File: src/rtl/fetch_unit.sv
`default_nettype none
// ============================================================================
// Module   : fetch_unit
// Brief    : Instruction fetch stage. Credit-limited requests to instruction
//            memory, response FIFO towards decode, branch redirect and halt.
// Revision : 1.0
// ============================================================================
module fetch_unit #(
    parameter logic [63:0] RESET_PC = 64'h0,
    parameter int          DEPTH    = 2
) (
    input  logic        clk,
    input  logic        reset,
    output logic        imem_req,
    output logic [63:0] imem_addr,
    input  logic        imem_gnt,
    input  logic        imem_rvalid,
    input  logic [31:0] imem_rdata,
    output logic        inst_valid,
    output logic [31:0] inst,
    output logic [63:0] inst_pc,
    input  logic        inst_ready,
    input  logic        redirect_valid,
    input  logic [63:0] redirect_pc,
    input  logic        halt_in,
    output logic        halted
);

    localparam int               PTR_W   = $clog2(DEPTH);
    localparam int               CNT_W   = PTR_W + 1;
    localparam logic [CNT_W-1:0] C_DEPTH = CNT_W'(DEPTH);

    logic [63:0]      fetch_pc_q, fetch_pc_d;
    logic [63:0]      resp_pc_q, resp_pc_d;
    logic [31:0]      fifo_inst_q [DEPTH];
    logic [31:0]      fifo_inst_d [DEPTH];
    logic [63:0]      fifo_pc_q [DEPTH];
    logic [63:0]      fifo_pc_d [DEPTH];
    logic [PTR_W-1:0] rd_ptr_q, rd_ptr_d;
    logic [PTR_W-1:0] wr_ptr_q, wr_ptr_d;
    logic [CNT_W-1:0] count_q, count_d;
    logic [CNT_W-1:0] outstanding_q, outstanding_d;
    logic [CNT_W-1:0] drop_cnt_q, drop_cnt_d;
    logic             halted_q, halted_d;

    logic [CNT_W:0]   w_used;
    logic             w_empty;
    logic             w_full;
    logic             w_grant;
    logic             w_push;
    logic             w_pop;
    logic [63:0]      w_redir_pc;
    logic             w_unused_pc_lsb;

    assign w_unused_pc_lsb = ^redirect_pc[1:0];

    always_comb begin
        w_used     = {1'b0, count_q} + {1'b0, outstanding_q};
        w_empty    = (count_q == '0);
        w_full     = (count_q == C_DEPTH);
        // Buffered plus in-flight words may never exceed the FIFO depth.
        imem_req   = !reset && !halt_in && !redirect_valid && (w_used < {1'b0, C_DEPTH});
        w_grant    = imem_req && imem_gnt;
        w_pop      = !w_empty && inst_ready && !redirect_valid;
        w_push     = imem_rvalid && (drop_cnt_q == '0) && !redirect_valid;
        w_redir_pc = {redirect_pc[63:2], 2'b00};

        fetch_pc_d    = fetch_pc_q;
        resp_pc_d     = resp_pc_q;
        fifo_inst_d   = fifo_inst_q;
        fifo_pc_d     = fifo_pc_q;
        rd_ptr_d      = rd_ptr_q;
        wr_ptr_d      = wr_ptr_q;
        count_d       = count_q;
        outstanding_d = outstanding_q + CNT_W'(w_grant) - CNT_W'(imem_rvalid);
        drop_cnt_d    = drop_cnt_q;
        halted_d      = halt_in && (outstanding_q == '0);

        if (redirect_valid) begin
            fetch_pc_d = w_redir_pc;
            resp_pc_d  = w_redir_pc;
            rd_ptr_d   = '0;
            wr_ptr_d   = '0;
            count_d    = '0;
            // A response arriving in the redirect cycle is already discarded.
            drop_cnt_d = outstanding_q - CNT_W'(imem_rvalid);
        end else begin
            if (w_grant) begin
                fetch_pc_d = fetch_pc_q + 64'd4;
            end
            if (imem_rvalid && (drop_cnt_q != '0)) begin
                drop_cnt_d = drop_cnt_q - CNT_W'(1);
            end
            if (w_push) begin
                fifo_inst_d[wr_ptr_q] = imem_rdata;
                fifo_pc_d[wr_ptr_q]   = resp_pc_q;
                wr_ptr_d              = wr_ptr_q + PTR_W'(1);
                resp_pc_d             = resp_pc_q + 64'd4;
            end
            if (w_pop) begin
                rd_ptr_d = rd_ptr_q + PTR_W'(1);
            end
            count_d = count_q + CNT_W'(w_push) - CNT_W'(w_pop);
        end
    end

    always_ff @(posedge clk) begin
        if (reset) begin
            fetch_pc_q    <= RESET_PC;
            resp_pc_q     <= RESET_PC;
            rd_ptr_q      <= '0;
            wr_ptr_q      <= '0;
            count_q       <= '0;
            outstanding_q <= '0;
            drop_cnt_q    <= '0;
            halted_q      <= 1'b0;
            for (int i = 0; i < DEPTH; i++) begin
                fifo_inst_q[i] <= '0;
                fifo_pc_q[i]   <= '0;
            end
        end else begin
            fetch_pc_q    <= fetch_pc_d;
            resp_pc_q     <= resp_pc_d;
            rd_ptr_q      <= rd_ptr_d;
            wr_ptr_q      <= wr_ptr_d;
            count_q       <= count_d;
            outstanding_q <= outstanding_d;
            drop_cnt_q    <= drop_cnt_d;
            halted_q      <= halted_d;
            fifo_inst_q   <= fifo_inst_d;
            fifo_pc_q     <= fifo_pc_d;
        end
    end

    assign imem_addr  = fetch_pc_q;
    assign inst_valid = !w_empty;
    assign inst       = fifo_inst_q[rd_ptr_q];
    assign inst_pc    = fifo_pc_q[rd_ptr_q];
    assign halted     = halted_q;

    a_no_overflow : assert property (@(posedge clk) disable iff (reset)
        !(w_push && w_full && !w_pop));

endmodule
`default_nettype wire

File: config.mk
export PLATFORM = sky130hd
export DESIGN_NAME = fetch_unit
export DESIGN_NICKNAME = d
export VERILOG_FILES = /design/src/rtl/fetch_unit.sv
export SDC_FILE = /design/constraint.sdc
export NUM_CORES = 1
export LEC_CHECK = 0
export ABC_CLOCK_PERIOD_IN_PS = 4400
export BUFFER_PORTS_ARGS = -buffer_cell sky130_fd_sc_hd__buf_2
export CAP_MARGIN = 20
export CORE_AREA = 2 2 168 170
export CTS_CLUSTER_SIZE = 30
export DETAILED_ROUTE_END_ITERATION = 10
export DIE_AREA = 0 0 170 172
export GPL_ROUTABILITY_DRIVEN = 1
export PLACE_DENSITY = 0.8
export SLEW_MARGIN = 0
export SYNTH_ARGS = -nofsm -noshare
export SYNTH_HDL_FRONTEND = slang
export SYNTH_SLANG_ARGS = --single-unit
File: constraint.sdc
create_clock -name clk -period 4.4 [get_ports clk]
set_clock_uncertainty 0.2 [all_clocks]
set_input_delay 0.44 -clock clk [delete_from_list [all_inputs] [get_ports clk]]
set_output_delay 0.44 -clock clk [all_outputs]
set_load 0.02 [all_outputs]
-- Word-level counts from Yosys, hierarchy flattened
Cells that the tools add are included.
W data, S select, Z words.
- $add $sub $neg: 11
- $lt $le $gt $ge: 4
- muxes and demuxes: 18
- bitwise logic cells: 3
- reduce and logical (&&, ||, !) cells: 24
- operator list (operator ; number):
    $mux W64 ; 8
    $add A64 B3 Y64 const B ; 2
    $bwmux W128 ; 1
    $mux W32 ; 4
    $bwmux W64 ; 1
    $demux W64 S1 ; 1
    $demux W32 S1 ; 1
    $logic_and A1 B1 Y1 ; 11
    $reduce_bool A2 Y1 ; 4
    $logic_not A2 Y1 ; 3
    $sub A2 B1 Y2 ; 3
    $add A2 B1 Y2 ; 2
    $ge A2 B2 Y1 const B ; 2
    $logic_not A1 Y1 ; 4
    $mux W2 ; 2
    $not A1 Y2 ; 2
    $add A2 B2 Y3 ; 1
    $lt A3 B2 Y1 const B ; 1
    $add A1 B1 Y1 const B ; 2
    $lt A2 B1 Y1 const B ; 1
    $reduce_and A2 Y1 ; 1
    $reduce_or A2 Y1 ; 1
    $sub A2 B1 Y2 const B ; 1
    $not A1 Y1 ; 1
- bits in registers: 329
- input bits: 103
- output and inout port bits: 163
- logic and storage cells: 74

-- Longest topological paths before layout
Gate-level depths: netlist of run 1.
- word-level depth: 7
- gate-level depth with buffers: 12
- gate-level depth less buffers: 11

-- Worst setup path after synthesis of run 1
OpenSTA, ideal clock, no wires.
- path type: register to register
- from: register outstanding_q[0]
- to: register fetch_pc_q[51] (netlist: imem_addr[51])
- library setup time: 74 ps
- arrival: 3035 ps
- data required time: 4126 ps
- setup slack: 1091 ps
- cell stages (with the launch flop): 11
- buffers on the path: 2
- clock period less this slack: 3309 ps
- cells stage by stage: dfxtp_1 > and2_1 > fa_1 > or4b_1 > buf_6 > nor2_8 > inv_2 > or4_1 > buf_2 > or4_1 > a31oi_1
- cells in the longest elaborated chain, start to end: 5
- ends and longest elaborated chain (element ; RTL line ; text):
    start: declaration ; 42 ; logic [CNT_W-1:0] outstanding_q, outstanding_d;
    start signal: assignment ; 127 ; outstanding_q <= outstanding_d;
    $add A2 B2 Y3 ; 58 ; w_used = {1'b0, count_q} + {1'b0, outstanding_q};
    $lt A3 B2 Y1 ; 62 ; imem_req = !reset && !halt_in && !redirect_valid && (w_used < {1'b0, C_DEPTH});
    $logic_and A1 B1 Y1 ; 62 ;
    $logic_and A1 B1 Y1 ; 63 ; w_grant = imem_req && imem_gnt;
    $reduce_bool A2 Y1 (no line) ; n/a ;
    end signal: assignment ; 122 ; fetch_pc_q <= fetch_pc_d;
    end: declaration ; 33 ; logic [63:0] fetch_pc_q, fetch_pc_d;
No other way between the ends.
A chain may end at the register's enable or synchronous reset.

-- Worst setup path in the final report of run 1
Ends and elaborated chain as after synthesis.

==> results.py, run 1 <==
metrics = {
    "drt": {
        "viasPerCell": 6.04,
        "drtIter0Drc": 1402,
        "vias": 14700,
        "wl_microns": 46000,
        "drc": 0,
        "avgRoutedWirePerCell_microns": 18.9,
        "first_pass_iters": 5,
        "postRouteAntennaNets": 0,
    },
    "timing": {
        "fmax_mhz": 258,
        "min_period_over_period": 0.882,
        "report.final.slew_viol_count": 0,
        "rsz0062_at_grt": "no",
        "hold_viol": 0,
        "relSlewSlack": 0.262,
        "final-setup-viol-count": 0,
        "fin_crit_ns": 3.88,
        "worst_slew_pin_slew_ns": 1.11,
        "tns_ns": 0,
    },
    "worst_setup_path": {
        "startpoint": "outstanding_q[0]",
        "path_cells": "and2_1 -> fa_1 -> or4b_1 -> nor2_8 -> inv_2 -> or4_1 -> or4_1 -> a31oi_1",
        "r2r-start": "outstanding_q[0]",
        "crit_slowest_cell": "or4_1",
        "cp_data_arrival_time_ns": 4.12,
        "required_ns": 4.64,
        "end_kind": "flop",
        "ff2ff_path_depth": 8,
        "path_max_fanout": 17,
        "critical_path_class": "flop to flop",
        "critPathMaxStageDelay_ns": 0.83,
        "ff2ff_setup_slack_ns": 0.52,
        "crit_top_cell": "or4_1",
        "start_kind": "flop",
    },
    "clocking": {
        "path_clk_slew_ns": 0.06,
        "htree_num_levels": 2,
        "cts_root_buffer": "clkbuf_16",
        "ctsResizeCount": 0,
        "clk-insertion-delay-late_ns": 0.52,
        "clockBufferDepth": 3,
        "cts_tree": "yes",
        "cts_made_buffers": 35,
        "cts.sinks": 321,
    },
    "hold_path": {
        "hold_path_depth": 3,
        "hp-class": "input pin to flop",
        "hp-start": "redirect_pc[10]",
    },
    "power_and_ir_drop": {
        "p_leak_nw": 6.62,
        "power.density_nw_per_um2": 375,
        "vdd.ir_drop.worst_v": 0.000292,
    },
    "floorplanning": {
        "rows": 61,
        "io_pins": 266,
        "core_area_sq_um": 27500,
        "die_h_microns": 172,
        "initial_core_util": 0.553,
        "die_area_sq_um": 29200,
        "die_w_microns": 170,
    },
    "job": {
        "maxCapViolations": 0,
    },
    "logic_synthesis": {
        "synth-edff-count": 0,
        "ys.flop_type": "dfxtp_1",
        "synth_top_area_frac": 0.423,
        "synth_cells": 1859,
        "avgSynthCellArea_sq_um": 8.17,
        "synth_cell_types": 56,
        "synth-seq-cells": 321,
        "ys_warn_count": 0,
        "synthArstFlopShare": 0,
        "yosys.area.top_type": "dfxtp_1",
        "seq_area_frac_synth": 0.423,
        "syn_area_sq_um": 15200,
        "synthTopCellsByArea": "dfxtp_1 42%, nand2_1 11%, mux2_2 7.0%, a21oi_1 6.4%, clkbuf_1 3.0%",
    },
    "final_layout": {
        "area_growth_syn_to_layout_pct": 18.6,
        "drive_above_1_share": 0.210,
        "nNetsFinal": 2181,
        "final_util": 0.655,
    },
    "global_routing": {
        "grt_usage": 0.303,
        "grt_pass1_vias": 13500,
        "grt_first_pass_wirelength_microns": 71000,
        "grt_start_max_net_pins": 152,
        "antenna_found_initial": 2,
        "grt_overflow": 0,
    },
    "placed_design": {
        "finalWeightedCongestion": 0.993,
        "place_hpwl_microns": 30800,
        "numPortBuffers": 259,
    },
    "status": {
        "status": "completed",
    },
}
-- critical path: cells and delay by family (launching register included) --
family | cells | cell delay (ns)
buf+inv | 1 | 0.13
fa+ha+maj | 1 | 0.48
compound gates | 1 | 0.16
simple gates | 5 | 2.49
flops | 1 | 0.33
-- registers in the layout, indices dropped and copies added (netlist names) --
register,count
fifo_pc_q,124
imem_addr,62
count_q,2
drop_cnt_q,2
wr_ptr_q,1
fifo_inst_q,64
rd_ptr_q,1
halted,1
outstanding_q,2
resp_pc_q,62
-- logic make-up after synthesis --
group           synth area share
compound gates             0.175
simple gates               0.242
mux                       0.0704
buf+inv                   0.0424
other cells             0.000247
fa+ha+maj                0.00791
xor+xnor                  0.0386
flops                      0.423
-- synth_stat cells, drive strengths merged (2+ instances only) --
master	number
o311a	2
or4	19
nand4	39
nor3b	3
nor4b	10
or2	5
buf	20
a31oi	25
nor4	53
a21oi	194
dfxtp	321
nand2	443
clkbuf	122
inv	21
and2	9
a211oi	13
and4	16
nor2b	4
nand3	55
a311oi	3
o311ai	2
and3	20
nand2b	3
mux2	94
or3	18
a21boi	51
nor2	47
xor2	16
o31a	42
ha	8
nor3	30
o21ai	34
o21a	43
xnor2	51
o31ai	13
-- cell usage in the layout, fill, tap and decap left out, types with 42 or more instances in the layout --
cell type,synthesis,final
mux2_2,94,94
buf_2,1,258
a21oi_1,194,194
nor2_1,46,45
dfxtp_1,321,320
nand3_1,55,55
o21a_1,43,43
nor4_1,51,51
xnor2_1,51,51
a21boi_0,51,51
o31a_1,42,42
nand2_1,443,442
-- timing repair --
item / 4_1_cts / 5_1_grt
endpoints found under the hold margin: 77 / 0
setup buffers: 0 / 0
hold buffers: 33 / 0
-- layer usage --
layer	share of wire	vias to the layer above	wire length (microns)	GRT usage
met5	0	-	0	0
met4	0.034	0	1550	0.116
met3	0.084	108	3870	0.0515
met2	0.45	677	20500	0.476
met1	0.44	6945	20100	0.418
li1	-	6985	-	-
-- final timing paths --
path,endpoint
max,imem_addr[51]
min,imem_addr[10]
max reg2reg,imem_addr[51]
min reg2reg,fifo_pc_q[63]
-- report_power, final --
part | total (mW) | internal, mW | switching [mW]
Clock | 2.81 | 1.64 | 1.17
Sequential | 3.21 | 3.03 | 0.175
Combinational | 0.734 | 0.291 | 0.444
-- per-stage QoR --
stage	setup WS, ns	std cells	hold slack, ns	total power, mW	cell area [sq um]
6_report	0.520	2438	0.0474	6.75	18000
5_1_grt	0.382	2437	0.0387	6.98	18000
4_1_cts	0.528	2436	0.0315	6.77	18000
3_5_place_dp	0.550	2345	0.243	3.96	16600
3_3_place_gp	0.623	2345	0.238	3.94	16600
2_1_floorplan	1.09	1862	0.233	3.68	15200
-- layout make-up --
cell class | instances | area (sq um)
sequential | 321 | 6430
antenna | 2 | 5.00
clock inverter | 8 | 81.3
timing repair buffer | 312 | 1830
fill | 2232 | 9470
inverter | 21 | 80.1
clock buffer | 50 | 1000
tap | 346 | 433
multi-input combinational | 1378 | 8140
(Power assumes the default switching activity.)
==> run 2, diff against run 1 <==
- CELL_PAD_IN_SITES_DETAIL_PLACEMENT: unset -> 1
- CELL_PAD_IN_SITES_GLOBAL_PLACEMENT: unset -> 1
- CORE_AREA: 2 2 168 170 -> 2 2 194 196
- DIE_AREA: 0 0 170 172 -> 0 0 196 198
- PLACE_DENSITY: 0.8 -> 0.81
==> results.py, run 2 (same netlist as run 1, synthesis figures left out) <==
metrics = {
    "final_layout": {
        "area_growth_syn_to_layout_pct": 20.2,
        "reg_top3": "fifo_pc_q (124), fifo_inst_q (64)",
        "largest-register": "fifo_pc_q",
        "final_common_cell": "nand2_1",
        "layout_common_cells": "442 x nand2_1, 320 x dfxtp_1, 258 x buf_2",
        "nNetsFinal": 2180,
        "largest_register_ffs": 124,
        "drive_above_1_share": 0.210,
    },
    "worst_setup_path": {
        "start_kind": "flop",
        "required_ns": 4.66,
        "path_cells": "and2_1 -> fa_1 -> or4b_1 -> nor2_8 -> inv_2 -> or4_1 -> or4_1 -> a31oi_1",
        "r2r-start": "outstanding_q[0]",
        "critPathMaxStageDelay_ns": 0.85,
        "cp_data_arrival_time_ns": 4.11,
        "path_max_fanout": 17,
        "startpoint": "outstanding_q[0]",
        "critical_path_class": "flop to flop",
        "end_kind": "flop",
        "crit_slowest_cell": "or4_1",
        "crit_top_cell": "or4_1",
    },
    "global_routing": {
        "met2_usage": 0.440,
        "use_met3": 0.0467,
        "grt_overflow": 0,
        "grt_start_max_net_pins": 95,
        "antenna_found_initial": 2,
        "grt_usage": 0.268,
        "grt_pass1_vias": 14800,
        "grt_use_met1": 0.359,
        "grt-busiest-layer": "met2",
        "grt_first_pass_wirelength_microns": 82800,
    },
    "floorplanning": {
        "die_area_sq_um": 38800,
        "initial_core_util": 0.411,
        "rows": 71,
        "die_w_microns": 196,
        "die_h_microns": 198,
        "io_pins": 266,
        "core_area_sq_um": 37000,
    },
    "timing": {
        "final-setup-viol-count": 0,
        "setup_ws_ns": 0.546,
        "relSlewSlack": 0.347,
        "report.final.slew_viol_count": 0,
        "fin_crit_ns": 3.85,
        "hold_viol": 0,
        "min_period_over_period": 0.876,
        "rsz0062_at_grt": "no",
        "fmax_mhz": 259,
        "tns_ns": 0,
        "worst_slew_pin_slew_ns": 0.971,
    },
    "drt": {
        "viasPerCell": 5.77,
        "wl_microns": 53300,
        "drtIter0Drc": 769,
        "postRouteAntennaNets": 0,
        "avgRoutedWirePerCell_microns": 20.8,
        "first_pass_iters": 5,
        "drc": 0,
        "vias": 14800,
    },
    "clocking": {
        "cts_setup_buffers": 0,
        "cts_tree": "yes",
        "cts_made_buffers": 37,
        "path_clk_slew_ns": 0.06,
        "htree_num_levels": 2,
        "cts.sinks": 321,
        "clk-insertion-delay-late_ns": 0.53,
        "clockBufferDepth": 3,
        "cts_root_buffer": "clkbuf_16",
    },
    "placed_design": {
        "numPortBuffers": 259,
        "place_ws_ns": 0.562,
        "finalWeightedCongestion": 0.885,
        "place_hpwl_microns": 36600,
    },
    "power_and_ir_drop": {
        "p_leak_nw": 6.66,
        "vdd.ir_drop.worst_v": 0.000217,
        "power.density_nw_per_um2": 382,
    },
    "hold_path": {
        "hp-start": "redirect_pc[11]",
        "hp-class": "input pin to flop",
    },
    "status": {
        "status": "completed",
    },
    "job": {
        "maxCapViolations": 0,
    },
}
run 2: repair_timing:
item | CTS | global route
hold endpoints to repair | 64 | 0
resized for setup | 0 | 0
hold buffers | 32 | 0
run 2: per-stage QoR:
step,util,power (mW),cell area (sq um),hold WS [ns],cells
final,0.494,6.98,18300,0.0318,2565
after floorplan,-,3.68,15200,0.233,1862
after detailed placement,0.454,4.00,16800,0.245,2471
after global placement,0.454,3.97,16800,0.238,2471
after global routing,0.494,7.24,18300,0.0437,2564
after CTS,0.494,7.02,18300,0.0117,2563
run 2: power by group:
part | switching (mW) | leakage [nW] | internal, mW
Sequential | 0.180 | 2.62 | 3.03
Combinational | 0.464 | 3.46 | 0.294
Clock | 1.22 | 0.575 | 1.78
Total | 1.87 | 6.66 | 5.11
run 2: area by class of cell:
| cell class | instances | area, sq um |
|---|---|---|
| clock inverter | 6 | 58.8 |
| clock buffer | 54 | 1100 |
| inverter | 21 | 81.3 |
| tap | 474 | 593 |
| antenna | 2 | 5.00 |
| fill | 4473 | 18700 |
| sequential | 321 | 6430 |
| timing repair buffer | 309 | 1850 |
| multi-input combinational | 1378 | 8140 |
run 2: worst paths after layout:
path                                      end  slack, ns  depth (start not counted)
worst max register to register  imem_addr[55]       0.55                          8
worst max-delay path            imem_addr[55]       0.55                          8
worst min register to register  fifo_pc_q[68]       0.25                          2
worst min-delay path            resp_pc_q[11]       0.03                          3
run 2: metal layers:
layer / vias up / share of wire / routed length (microns)
li1: 6979 / - / -
met4: 0 / 0.031 / 1670
met1: 7294 / 0.45 / 23800
met2: 432 / 0.46 / 24400
met3: 95 / 0.063 / 3360
met5: - / 0 / 0
run 2: worst max-delay path: cells and delay by family, from the launching register on:
| family | cells | cell delay, ns |
|---|---|---|
| flip-flops | 1 | 0.33 |
| AND/OR/NAND/NOR | 5 | 2.46 |
| adder cells (fa/ha/maj) | 1 | 0.50 |
| buffers and inverters | 1 | 0.12 |
| AO/OA/AOI/OAI | 1 | 0.17 |
==> run 3, diff against run 2 <==
--- a/constraint.sdc
+++ b/constraint.sdc
@@ -4,2 +4,2 @@
 set_output_delay 0.44 -clock clk [all_outputs]
-set_load 0.02 [all_outputs]
+set_load 0.005 [all_outputs]
==> results.py, run 3 (same netlist as run 1, synthesis figures left out) <==
metrics = {
    "floorplanning": {
        "io_pins": 266,
        "core_area_sq_um": 37000,
        "rows": 71,
        "die_w_microns": 196,
        "die_area_sq_um": 38800,
        "initial_core_util": 0.411,
        "die_h_microns": 198,
    },
    "global_routing": {
        "grt_pass1_vias": 15200,
        "grt_start_max_net_pins": 95,
        "antenna_found_initial": 2,
        "grt-busiest-layer": "met2",
        "use_met3": 0.0467,
        "grt_first_pass_wirelength_microns": 84600,
        "grt_usage": 0.274,
        "grt_overflow": 0,
        "met2_usage": 0.453,
        "grt_use_met1": 0.358,
    },
    "timing": {
        "tns_ns": 0,
        "final-setup-viol-count": 0,
        "setup_ws_ns": 0.492,
        "fmax_mhz": 256,
        "fin_crit_ns": 3.91,
        "worst_slew_pin_slew_ns": 0.969,
        "min_period_over_period": 0.888,
        "rsz0062_at_grt": "no",
        "report.final.slew_viol_count": 0,
        "relSlewSlack": 0.349,
        "hold_viol": 0,
    },
    "status": {
        "status": "completed",
    },
    "clocking": {
        "cts_root_buffer": "clkbuf_16",
        "clockBufferDepth": 3,
        "ctsResizeCount": 0,
        "cts_made_buffers": 37,
        "clk-insertion-delay-late_ns": 0.53,
        "cts-hold-fix-buffers": 32,
        "cts.sinks": 321,
        "htree_num_levels": 2,
        "cts_tree": "yes",
        "path_clk_slew_ns": 0.06,
        "cts_setup_buffers": 0,
    },
    "final_layout": {
        "largest-register": "fifo_pc_q",
        "final_util": 0.496,
        "fin_cells": 2572,
        "drive_above_1_share": 0.211,
        "area_growth_syn_to_layout_pct": 20.7,
        "reg_top3": "fifo_pc_q (124), fifo_inst_q (64)",
        "nNetsFinal": 2181,
        "final_common_cell": "nand2_1",
        "largest_register_ffs": 124,
        "layout_common_cells": "442 x nand2_1, 320 x dfxtp_1, 258 x buf_2",
    },
    "drt": {
        "first_pass_iters": 5,
        "wl_microns": 54400,
        "postRouteAntennaNets": 0,
        "vias": 14900,
        "drtIter0Drc": 817,
        "drc": 0,
        "viasPerCell": 5.79,
        "avgRoutedWirePerCell_microns": 21.2,
    },
    "power_and_ir_drop": {
        "p_total_mw": 7.05,
        "power_switching_mw": 1.81,
        "pwr-share-comb": 0.096,
        "power.density_nw_per_um2": 384,
        "p_leak_nw": 6.70,
        "vdd.ir_drop.worst_v": 0.000216,
        "p_seq_frac": 0.456,
        "swShare": 0.257,
        "p_int_mw": 5.23,
        "pwr-share-clk": 0.447,
    },
    "worst_setup_path": {
        "r2r-start": "outstanding_q[0]",
        "required_ns": 4.65,
        "crit_slowest_cell": "or4_1",
        "crit_buf_inv": 1,
        "critPathMaxStageDelay_ns": 0.85,
        "end_kind": "flop",
        "path_cells": "and2_1 -> fa_1 -> or4b_1 -> nor2_8 -> inv_2 -> or4_1 -> or4_1 -> a31oi_1",
        "crit_top_cell": "or4_1",
        "critical_path_class": "flop to flop",
        "start_kind": "flop",
        "startpoint": "outstanding_q[0]",
        "path_delay_family": "simple AND/OR/NAND/NOR gates",
        "path_max_fanout": 17,
        "cp_data_arrival_time_ns": 4.15,
    },
    "hold_path": {
        "hp-start": "redirect_pc[11]",
        "hp-class": "input pin to flop",
    },
    "placed_design": {
        "place_ws_ns": 0.520,
        "dp_cells": 2472,
        "numPortBuffers": 259,
        "place_hpwl_microns": 36900,
        "finalWeightedCongestion": 0.886,
    },
    "job": {
        "maxCapViolations": 0,
    },
}
## run 3: tightest hold or removal path, cell delays in order
cell and delay [ns]:
buf_2 0.13, nor2_1 0.08, a211oi_1 0.05
## run 3: power by group through the flow
stage / Clock (mW) / Combinational (mW) / Sequential (mW)
2_1_floorplan: 0 / 0.392 / 3.20
3_3_place_gp: 0 / 0.623 / 3.26
3_5_place_dp: 0 / 0.645 / 3.27
4_1_cts: 3.20 / 0.677 / 3.21
5_1_grt: 3.32 / 0.743 / 3.23
6_report: 3.15 / 0.679 / 3.21
## run 3: path summary, 6_finish.rpt
check | endpoint | slack [ns] | cells past startpoint
setup / recovery | imem_addr[51] | 0.49 | 8
hold / removal | resp_pc_q[11] | 0.03 | 3
setup reg to reg | imem_addr[51] | 0.49 | 8
hold reg to reg | fifo_pc_q[95] | 0.25 | 2
## run 3: final cells by class
| cell class | instances | area, sq um |
|---|---|---|
| Inverter | 21 | 81.3 |
| Clock inverter | 6 | 83.8 |
| Clock buffer | 60 | 1150 |
| Tap cell | 474 | 593 |
| Timing Repair Buffer | 310 | 1840 |
| Antenna cell | 2 | 5.00 |
| Sequential cell | 321 | 6430 |
| Fill cell | 4466 | 18600 |
| Multi-Input combinational cell | 1378 | 8140 |
## run 3: routing by layer
layer	vias to the layer above	share of wire
li1	6980	-
met1	7278	0.44
met2	517	0.46
met3	106	0.067
met4	0	0.035
met5	-	0
## run 3: stage by stage
| stage | area (sq um) | hold WS, ns |
|---|---|---|
| floorplan | 15200 | 0.233 |
| global route | 18300 | 0.0259 |
| finish | 18300 | 0.0268 |
| global placement | 16800 | 0.238 |
| detailed placement | 16800 | 0.245 |
| CTS | 18300 | 0.0127 |
